--- src/rtl/ram_arbiter_if.sv ---
// Bus bundle between the requesters/RAM environment and the RAM arbiter.
// master: the requesters plus the RAM, which drive requests and read data.
// slave:  the arbiter, which drives grants and the RAM control pins.
interface ram_arbiter_if #(
  parameter int unsigned NREQ = 4,
  parameter int unsigned AW   = 16,
  parameter int unsigned DW   = 4
);
  // Requester side
  logic [NREQ-1:0]    req;
  logic [NREQ-1:0]    we;
  logic [NREQ*3-1:0]  blen;
  logic [NREQ*AW-1:0] addr_in;
  logic [NREQ*DW-1:0] wdata;
  logic [NREQ-1:0]    gnt;
  logic [NREQ-1:0]    ack;
  logic [DW-1:0]      rdata;
  logic [NREQ-1:0]    rvalid;
  logic               busy;
  // RAM side
  logic [AW-1:0]      mem_addr;
  logic [DW-1:0]      mem_wdata;
  logic               mem_we;
  logic               mem_re;
  logic [DW-1:0]      mem_rdata;

  modport master (
    output req, we, blen, addr_in, wdata, mem_rdata,
    input  gnt, ack, rdata, rvalid, busy, mem_addr, mem_wdata, mem_we, mem_re
  );

  modport slave (
    input  req, we, blen, addr_in, wdata, mem_rdata,
    output gnt, ack, rdata, rvalid, busy, mem_addr, mem_wdata, mem_we, mem_re
  );
endinterface

--- src/rtl/ram_arbiter.sv ---
// Round-robin arbiter sharing one nibble-wide RAM between NREQ requesters.
// Each grant covers one burst of 1..8 beats at consecutive (wrapping) addresses.
// Beat strobes are decoded from the FSM state and the owner's live request so
// that dropping req aborts the burst in the same cycle without issuing a beat.
module ram_arbiter #(
  parameter int unsigned NREQ = 4,
  parameter int unsigned AW   = 16,
  parameter int unsigned DW   = 4
) (
  input logic          clk,
  input logic          rst,
  ram_arbiter_if.slave bus
);

  localparam int unsigned OW = (NREQ > 1) ? $clog2(NREQ) : 1;

  typedef enum logic [1:0] {
    StIdle,
    StXfer,
    StDrain
  } state_e;

  state_e        state_q;
  logic [OW-1:0] owner_q;
  logic [OW-1:0] last_q;
  logic [AW-1:0] base_q;
  logic          we_q;
  logic [2:0]    len_q;
  logic [2:0]    beat_q;
  logic          rv_q;     // a read beat was issued in the previous cycle

  logic          pick_vld;
  logic [OW-1:0] pick;
  logic [OW-1:0] cand;
  logic          own_req;
  logic          issue;

  function automatic logic [NREQ-1:0] onehot(input logic [OW-1:0] idx);
    logic [NREQ-1:0] v;
    v      = '0;
    v[idx] = 1'b1;
    return v;
  endfunction

  assign own_req = bus.req[owner_q];
  assign issue   = (state_q == StXfer) && own_req && !rst;

  // Round-robin search starting just after the last owner.
  always_comb begin
    pick_vld = 1'b0;
    pick     = '0;
    cand     = '0;
    for (int unsigned k = 1; k <= NREQ; k++) begin
      cand = OW'((32'(last_q) + k) % NREQ);
      if (!pick_vld && bus.req[cand]) begin
        pick_vld = 1'b1;
        pick     = cand;
      end
    end
  end

  // Burst FSM and latched burst parameters.
  always_ff @(posedge clk) begin
    if (rst) begin
      state_q <= StIdle;
      owner_q <= '0;
      last_q  <= OW'(NREQ - 1);
      base_q  <= '0;
      we_q    <= 1'b0;
      len_q   <= '0;
      beat_q  <= '0;
      rv_q    <= 1'b0;
    end else begin
      rv_q <= issue && !we_q;
      case (state_q)
        StIdle: begin
          if (pick_vld) begin
            owner_q <= pick;
            last_q  <= pick;
            base_q  <= bus.addr_in[32'(pick)*AW +: AW];
            we_q    <= bus.we[pick];
            len_q   <= bus.blen[32'(pick)*3 +: 3];
            beat_q  <= '0;
            state_q <= StXfer;
          end
        end
        StXfer: begin
          if (!own_req) begin
            // Aborted read with beats already issued still passes through
            // DRAIN so the turnaround after any read burst looks the same.
            state_q <= (!we_q && beat_q != 3'd0) ? StDrain : StIdle;
          end else if (beat_q == len_q) begin
            state_q <= we_q ? StIdle : StDrain;
          end else begin
            beat_q <= beat_q + 3'd1;
          end
        end
        StDrain: begin
          state_q <= StIdle;
        end
        default: begin
          state_q <= StIdle;
        end
      endcase
    end
  end

  // Grant, beat strobes and read-data return decoded from the current state.
  always_comb begin
    bus.gnt       = '0;
    bus.ack       = '0;
    bus.mem_addr  = '0;
    bus.mem_wdata = '0;
    bus.mem_we    = 1'b0;
    bus.mem_re    = 1'b0;
    bus.rvalid    = '0;
    bus.rdata     = '0;
    bus.busy      = (state_q != StIdle) && !rst;
    if (issue) begin
      bus.gnt      = onehot(owner_q);
      bus.ack      = onehot(owner_q);
      bus.mem_addr = base_q + AW'(beat_q);
      if (we_q) begin
        bus.mem_we    = 1'b1;
        bus.mem_wdata = bus.wdata[32'(owner_q)*DW +: DW];
      end else begin
        bus.mem_re = 1'b1;
      end
    end
    if (rv_q && !rst) begin
      bus.rvalid = onehot(owner_q);
      bus.rdata  = bus.mem_rdata;
    end
  end

endmodule

--- src/flat_wrapper.sv ---
// flat-port wrapper written by rule: the top's interface ports become plain ports
module ram_arbiter_flat 
#(
  parameter int unsigned NREQ = 4,
  parameter int unsigned AW   = 16,
  parameter int unsigned DW   = 4
)
  (clk, rst, bus_req, bus_we, bus_blen, bus_addr_in, bus_wdata, bus_mem_rdata, bus_gnt, bus_ack, bus_rdata, bus_rvalid, bus_busy, bus_mem_addr, bus_mem_wdata, bus_mem_we, bus_mem_re);
  ram_arbiter_if #(.NREQ(NREQ), .AW(AW), .DW(DW)) bus_i ();
  input logic clk;
  input logic rst;
  input wire logic [$bits(bus_i.req)-1:0] bus_req;
  input wire logic [$bits(bus_i.we)-1:0] bus_we;
  input wire logic [$bits(bus_i.blen)-1:0] bus_blen;
  input wire logic [$bits(bus_i.addr_in)-1:0] bus_addr_in;
  input wire logic [$bits(bus_i.wdata)-1:0] bus_wdata;
  input wire logic [$bits(bus_i.mem_rdata)-1:0] bus_mem_rdata;
  output wire logic [$bits(bus_i.gnt)-1:0] bus_gnt;
  output wire logic [$bits(bus_i.ack)-1:0] bus_ack;
  output wire logic [$bits(bus_i.rdata)-1:0] bus_rdata;
  output wire logic [$bits(bus_i.rvalid)-1:0] bus_rvalid;
  output wire logic [$bits(bus_i.busy)-1:0] bus_busy;
  output wire logic [$bits(bus_i.mem_addr)-1:0] bus_mem_addr;
  output wire logic [$bits(bus_i.mem_wdata)-1:0] bus_mem_wdata;
  output wire logic [$bits(bus_i.mem_we)-1:0] bus_mem_we;
  output wire logic [$bits(bus_i.mem_re)-1:0] bus_mem_re;
  assign bus_i.req = bus_req;
  assign bus_i.we = bus_we;
  assign bus_i.blen = bus_blen;
  assign bus_i.addr_in = bus_addr_in;
  assign bus_i.wdata = bus_wdata;
  assign bus_i.mem_rdata = bus_mem_rdata;
  assign bus_gnt = bus_i.gnt;
  assign bus_ack = bus_i.ack;
  assign bus_rdata = bus_i.rdata;
  assign bus_rvalid = bus_i.rvalid;
  assign bus_busy = bus_i.busy;
  assign bus_mem_addr = bus_i.mem_addr;
  assign bus_mem_wdata = bus_i.mem_wdata;
  assign bus_mem_we = bus_i.mem_we;
  assign bus_mem_re = bus_i.mem_re;
  ram_arbiter #(.NREQ(NREQ), .AW(AW), .DW(DW)) u_core (.clk(clk), .rst(rst), .bus(bus_i));
endmodule
--- config.mk ---
export PLATFORM = sky130hd
export DESIGN_NAME = ram_arbiter_flat
export DESIGN_NICKNAME = d
export VERILOG_FILES = /design/src/rtl/ram_arbiter_if.sv /design/src/rtl/ram_arbiter.sv /design/src/flat_wrapper.sv
export SDC_FILE = /design/constraint.sdc
export NUM_CORES = 1
export LEC_CHECK = 0
export BUFFER_PORTS_ARGS = -buffer_cell sky130_fd_sc_hd__buf_2
export CORE_ASPECT_RATIO = 0.75
export CORE_MARGIN = 4
export CORE_UTILIZATION = 49
export DETAILED_ROUTE_END_ITERATION = 6
export MAX_ROUTING_LAYER = met4
export PLACE_DENSITY = 0.95
export SLEW_MARGIN = 10
export SYNTH_ARGS = -nofsm -noshare
export SYNTH_HDL_FRONTEND = slang
export SYNTH_SLANG_ARGS = --single-unit
--- constraint.sdc ---
create_clock -name clk -period 4.3 [get_ports clk]
set_input_delay 0.645 -clock clk [delete_from_list [all_inputs] [get_ports clk]]
set_output_delay 0.645 -clock clk [all_outputs]
set_load 0.01 [all_outputs]
Word-level counts from Yosys, hierarchy flattened. Index checks and enable logic that the tools add are counted.

Register bits after elaboration: 30. Output and inout port bits: 39.

Add/sub/neg operators: 6. $mul: 1. $lt $le $gt $ge: 7. Equal/unequal tests: 6. Shift operators: 3. Multiplexer cells: 42. Reductions and logical operators: 22.

Operators by type and width (number): 64-bit by 7-bit variable part select with 16-bit output (1); 4-bit two-way mux (5); 2-bit by 3-bit less-than comparator with 1-bit output, second input constant (6); 2-bit two-way mux (9); 16-bit by 3-bit adder with 16-bit output (1); 16-bit two-way mux (1); 16-bit by 5-bit variable part select with 4-bit output (1); 1-bit two-way mux (15); 1-bit binary-select mux with 2-bit select (6); 12-bit by 5-bit variable part select with 3-bit output (1); 1-bit logical AND (10); 3-bit two-way mux (3); 3-bit one-hot mux with 2 select lines (1); 1-bit logical NOT (5); 2-bit by 1-bit adder with 2-bit output, second input constant (2); 2-bit adder, second input constant (2); 2-bit by 2-bit multiplier with 4-bit output, second input constant (1); 2-bit by 1-bit inequality test with 1-bit output, second input constant (2); 2-bit one-hot mux with 2 select lines (1); 2-bit AND reduction (2); 4-bit AND reduction (1); 2-bit nonzero test (2); 3-bit by 1-bit adder with 3-bit output, second input constant (1); 3-bit == test (1); other kinds (7) (7).

Logic depth before layout (Yosys ltp).
Depth after elaboration: 15. Mapped depth: 8.

Worst setup path after synthesis. Ideal clock, no wire load.

Path type: input-to-output. Start: input port bus_req[3]. End: output port bus_gnt[1]. Arrival time: 1964 ps. Data required time: 3655 ps. Path slack: 1691 ps. Stages: 5. Path buffers: 2. Cell sequence: mux4_2 -> nand2_1 -> clkbuf_1 -> nor2_1 -> buf_4.

Word-level cells in the longest chain between the ends: 5.

Ends and longest elaborated chain: from (decl) (line flat_wrapper.sv:12) `input wire logic [$bits(bus_i.req)-1:0] bus_req;`; 1-bit binary-select mux with 2-bit select (line ram_arbiter.sv:45) `assign own_req = bus.req[owner_q];`; 1-bit two-way mux (not written as such) (line ram_arbiter.sv:45); 1-bit logical AND (2 in a row) (line ram_arbiter.sv:46) `assign issue = (state_q == StXfer) && own_req && !rst;`; 4-bit two-way mux; to (decl) (line flat_wrapper.sv:18) `output wire logic [$bits(bus_i.gnt)-1:0] bus_gnt;`.

Every way passes these cells. The select of a mux whose other input is x is not followed.

Final worst setup path.
Start: register u_core.beat_q[0]. End: output port bus_mem_addr[14].

Word-level cells in the longest chain between the ends: 2.

Ends and longest elaborated chain: from (decl) (line ram_arbiter.sv:29) `logic [2:0] beat_q;`; from (signal assigned) (line ram_arbiter.sv:95) `beat_q <= beat_q + 3'd1;`; 16-bit by 3-bit adder with 16-bit output (line ram_arbiter.sv:122) `bus.mem_addr = base_q + AW'(beat_q);`; 16-bit two-way mux (line ram_arbiter.sv:119) `if (issue) begin`; to (decl) (line flat_wrapper.sv:23) `output wire logic [$bits(bus_i.mem_addr)-1:0] bus_mem_addr;`.

Every way passes these cells.

==> run summary <==
* completed — run status
* 30 — number of sinks driven by the clock tree
* 2.12 ns — register-to-register path setup slack
* 0 — # Post-CTS Setup Buffers
* 0 — total overflow reported by the global router
* 0 — antenna violation net count after detailed routing
* 0 — post-CTS resize count
* 6 — number of cells traversed by the worst register-to-register path
* 50.9% — effective utilization at floorplan
* 0 — number of hold buffers added after cts
* 51 — count of cell types in the netlist
* 328 MHz — Achievable Freq
* 38.8% — Slew Limit Headroom
* 5 — clock buffers created by TritonCTS
* 23 — maximum number of pins on one net before global-route repair
* 442 — net count of the mapped netlist
* 322 mW/mm^2 — power density over the cells
* 0.00167 uW — leakage power summed over all cells
* 30 — post-synthesis register bit count
* 504 — filler instances
* sky130_fd_sc_hd__buf_2 (144), sky130_fd_sc_hd__nand2_1 (32), sky130_fd_sc_hd__dfxtp_1 (30), sky130_fd_sc_hd__nor2_1 (26) — commonest cells after routing, fill and taps aside
* sky130_fd_sc_hd__dfxtp_1 — dominant register cell in the synthesized netlist
* flip-flop to flip-flop — path category of the worst min-delay check
* 0 ns — Total Neg Setup Slack
* 9.00 mm — aggregate routed wire length
* 64.9% — utilization of the core after routing
* 0.00272 mm^2 — synthesized cell area
* u_core.base_q[1] — R2R Path End
* 2.40 ns — Data arrival, critical path
* 2 — largest buffer count on any clock path
* 2 — H-tree lvl count
* 0.28 ns — source-to-sink clock delay at the later pin of the worst-skew pair
* bus_mem_addr[14] — Critical path destination
* 244 — drt first-iter violations
* 3065 — Via Count
* 26.0% — global routing usage summed across all routing layers
* 27.6% — growth of design area from synthesis to finish
* 0.184 mV — maximum resistive drop on vdd
* 70.9% — Tcrit/Tclk final
* 23 — number of placement rows
* no — unrepaired setup endpoints after global routing
* 0.00683 mm^2 — Die Footprint
* 0 — number of antenna violations at the first check in global routing
* 0 — EDFF count, synth
* 566 — Post-layout nets
* 0 — Final Slew Violations
* 144 — Port-buffer cells
* 72.6 um — floorplan die height
* 0 — number of antenna cells inserted
* 0% — proportion of register bits with asynchronous set or reset after synthesis
* 0 — count of final hold-check violations
* sky130_fd_sc_hd__buf_2 — most common cell after layout, fill and taps aside
* 5.79 — Vias/cell
* 0.00347 mm^2 — final instance area
* 0.42 ns — stage delay of the slowest cell on the critical path
* 0.00339 mm^2 — placed cell areas
* 3.65 ns — required time of the critical path
* 4 — count of TritonRoute iterations in the first routing pass
* 6.99 mm — post-detailed-placement half-perimeter wirelength
* sky130_fd_sc_hd__dfxtp_1 — master of the slowest instance on the critical path
* 0 — number of violations of the max-capacitance limit
* 13.8 mm — global-route wire length before repair
* 0.489 ns — Min Hold Slack
* 8.25 um^2 — per-instance average area after synthesis
* 0.07 ns — clock input transition at the sequential cells of the worst setup and hold paths
* done — TritonCTS clock tree
* 4 — maximum fanout along the worst path
* 2943 — via count of the first global-routing pass
* primary output — crit end category
* 0 — post-detailed-route DRC marker count
* u_core.last_q[0] — reg2reg start
* 0 — number of warnings issued by yosys
* 330 — synthesized instance count
* flip-flop — startpoint type of the worst setup path
* flip-flop to primary output — kind of critical path
* 22.1% — fraction of the yosys area taken by sequential cells
* 0.00535 mm^2 — placeable core region
* 40.7% — fraction of layout instances using a drive strength above 1
* 0.00859 ns — Clock Skews
* 0 — Setup Viol. Count Final
* 17.0 um — drt wl/cell
* 94.1 um — Die Span X
* ha_1 -> inv_1 -> fa_1 -> nor2b_1 -> o211ai_1 -> nor3_1 -> xnor2_1 -> nor2_1 -> buf_2 — cell breakdown of the critical path
* 3.05 ns — post-layout minimum cycle time
* u_core.beat_q[0] — first element of the critical path
* 0.920 — Final Wtd Congestion
* 145 — Boundary Pins
* 0.916 ns — slew of the pin with the lowest slew margin
* sky130_fd_sc_hd__clkbuf_8 — Root Buffer Master
## layout make-up
class / count / area [um^2] / area share [%]
sequential: 30 / 601 / 17.3
tap: 75 / 93.8 / 2.70
clock inverter: 2 / 10.0 / 0.288
clock buffer: 5 / 68.8 / 1.98
multi-input combinational: 264 / 1940 / 55.7
inverter: 6 / 22.5 / 0.648
timing repair buffer: 147 / 743 / 21.4
## state kept, by name (all words and copies together), names as in the netlist
name	cells
u_core.base_q	16
u_core.rv_q	1
u_core.we_q	1
u_core.state_q	2
u_core.beat_q	3
u_core.last_q	2
u_core.len_q	3
u_core.owner_q	2
## where the power goes
| group | switching [uW] | total, uW | internal, uW |
|---|---|---|---|
| Sequential | 84.7 | 423 | 338 |
| Combinational | 266 | 490 | 224 |
| Clock | 99.5 | 208 | 108 |
| Total | 450 | 1120 | 670 |
## how the worst min path moves through the flow
stage | startpoint | endpoint | slack (ns) | cells past startpoint
global route | u_core.base_q[2] | u_core.base_q[2] | 0.52 | 2
detailed placement | u_core.state_q[1] | u_core.state_q[0] | 0.47 | 1
CTS | u_core.state_q[1] | u_core.state_q[0] | 0.49 | 1
finish | u_core.base_q[2] | u_core.base_q[2] | 0.49 | 2
floorplan | u_core.state_q[1] | u_core.state_q[0] | 0.43 | 1
global placement | u_core.state_q[1] | u_core.state_q[0] | 0.45 | 1
## synth_stat cells (3+ instances only)
library cell	instances	area, um^2
sky130_fd_sc_hd__a211o_1	11	96.3
sky130_fd_sc_hd__a211o_2	8	80.1
sky130_fd_sc_hd__a21oi_1	8	40.0
sky130_fd_sc_hd__and2_1	4	25.0
sky130_fd_sc_hd__buf_2	10	50.1
sky130_fd_sc_hd__buf_4	5	37.5
sky130_fd_sc_hd__clkbuf_1	10	37.5
sky130_fd_sc_hd__dfxtp_1	30	601
sky130_fd_sc_hd__ha_1	5	62.6
sky130_fd_sc_hd__inv_1	6	22.5
sky130_fd_sc_hd__mux2i_1	22	220
sky130_fd_sc_hd__mux4_2	5	113
sky130_fd_sc_hd__nand2_1	32	120
sky130_fd_sc_hd__nand2b_1	6	37.5
sky130_fd_sc_hd__nand3_1	7	35.0
sky130_fd_sc_hd__nand4_1	22	138
sky130_fd_sc_hd__nor2_1	26	97.6
sky130_fd_sc_hd__nor2b_1	11	68.8
sky130_fd_sc_hd__nor3_1	10	50.1
sky130_fd_sc_hd__nor4_1	3	18.8
sky130_fd_sc_hd__o211ai_1	10	75.1
sky130_fd_sc_hd__o211ai_2	10	125
sky130_fd_sc_hd__o31ai_1	19	143
sky130_fd_sc_hd__xnor2_1	8	70.1
sky130_fd_sc_hd__xor2_1	8	70.1
## layer usage
metal,share of wire (%),GRT usage (%)
met5,0,-
met4,1.3,6.73
met3,9.3,3.83
met2,47,43.6
met1,42,33.1
## worst max-delay path, delay by kind of cell (launching register included)
family,cells,cell delay (ns)
flops,1,0.42
compound gates,1,0.16
fa+ha+maj,2,0.60
simple gates,3,0.57
buf+inv,2,0.23
xor+xnor,1,0.16
## stage by stage
stage	setup slack (ns)	power (uW)	instances
detailed placement	1.48	906	522
CTS	1.25	1110	529
finish	1.25	1120	529
global route	1.07	1190	529
global placement	1.54	886	522
floorplan	1.69	773	330
## cell families after synthesis
family                     share of synthesized area (%)
buffers and inverters                               7.22
muxes                                               12.2
and+or+nand+nor                                     26.3
DFF                                                 22.1
AOI/OAI and AO/OA                                   24.0
xor gates and xnor gates                            5.15
adders and majority gates                           3.03
(Power assumes the default switching activity.)
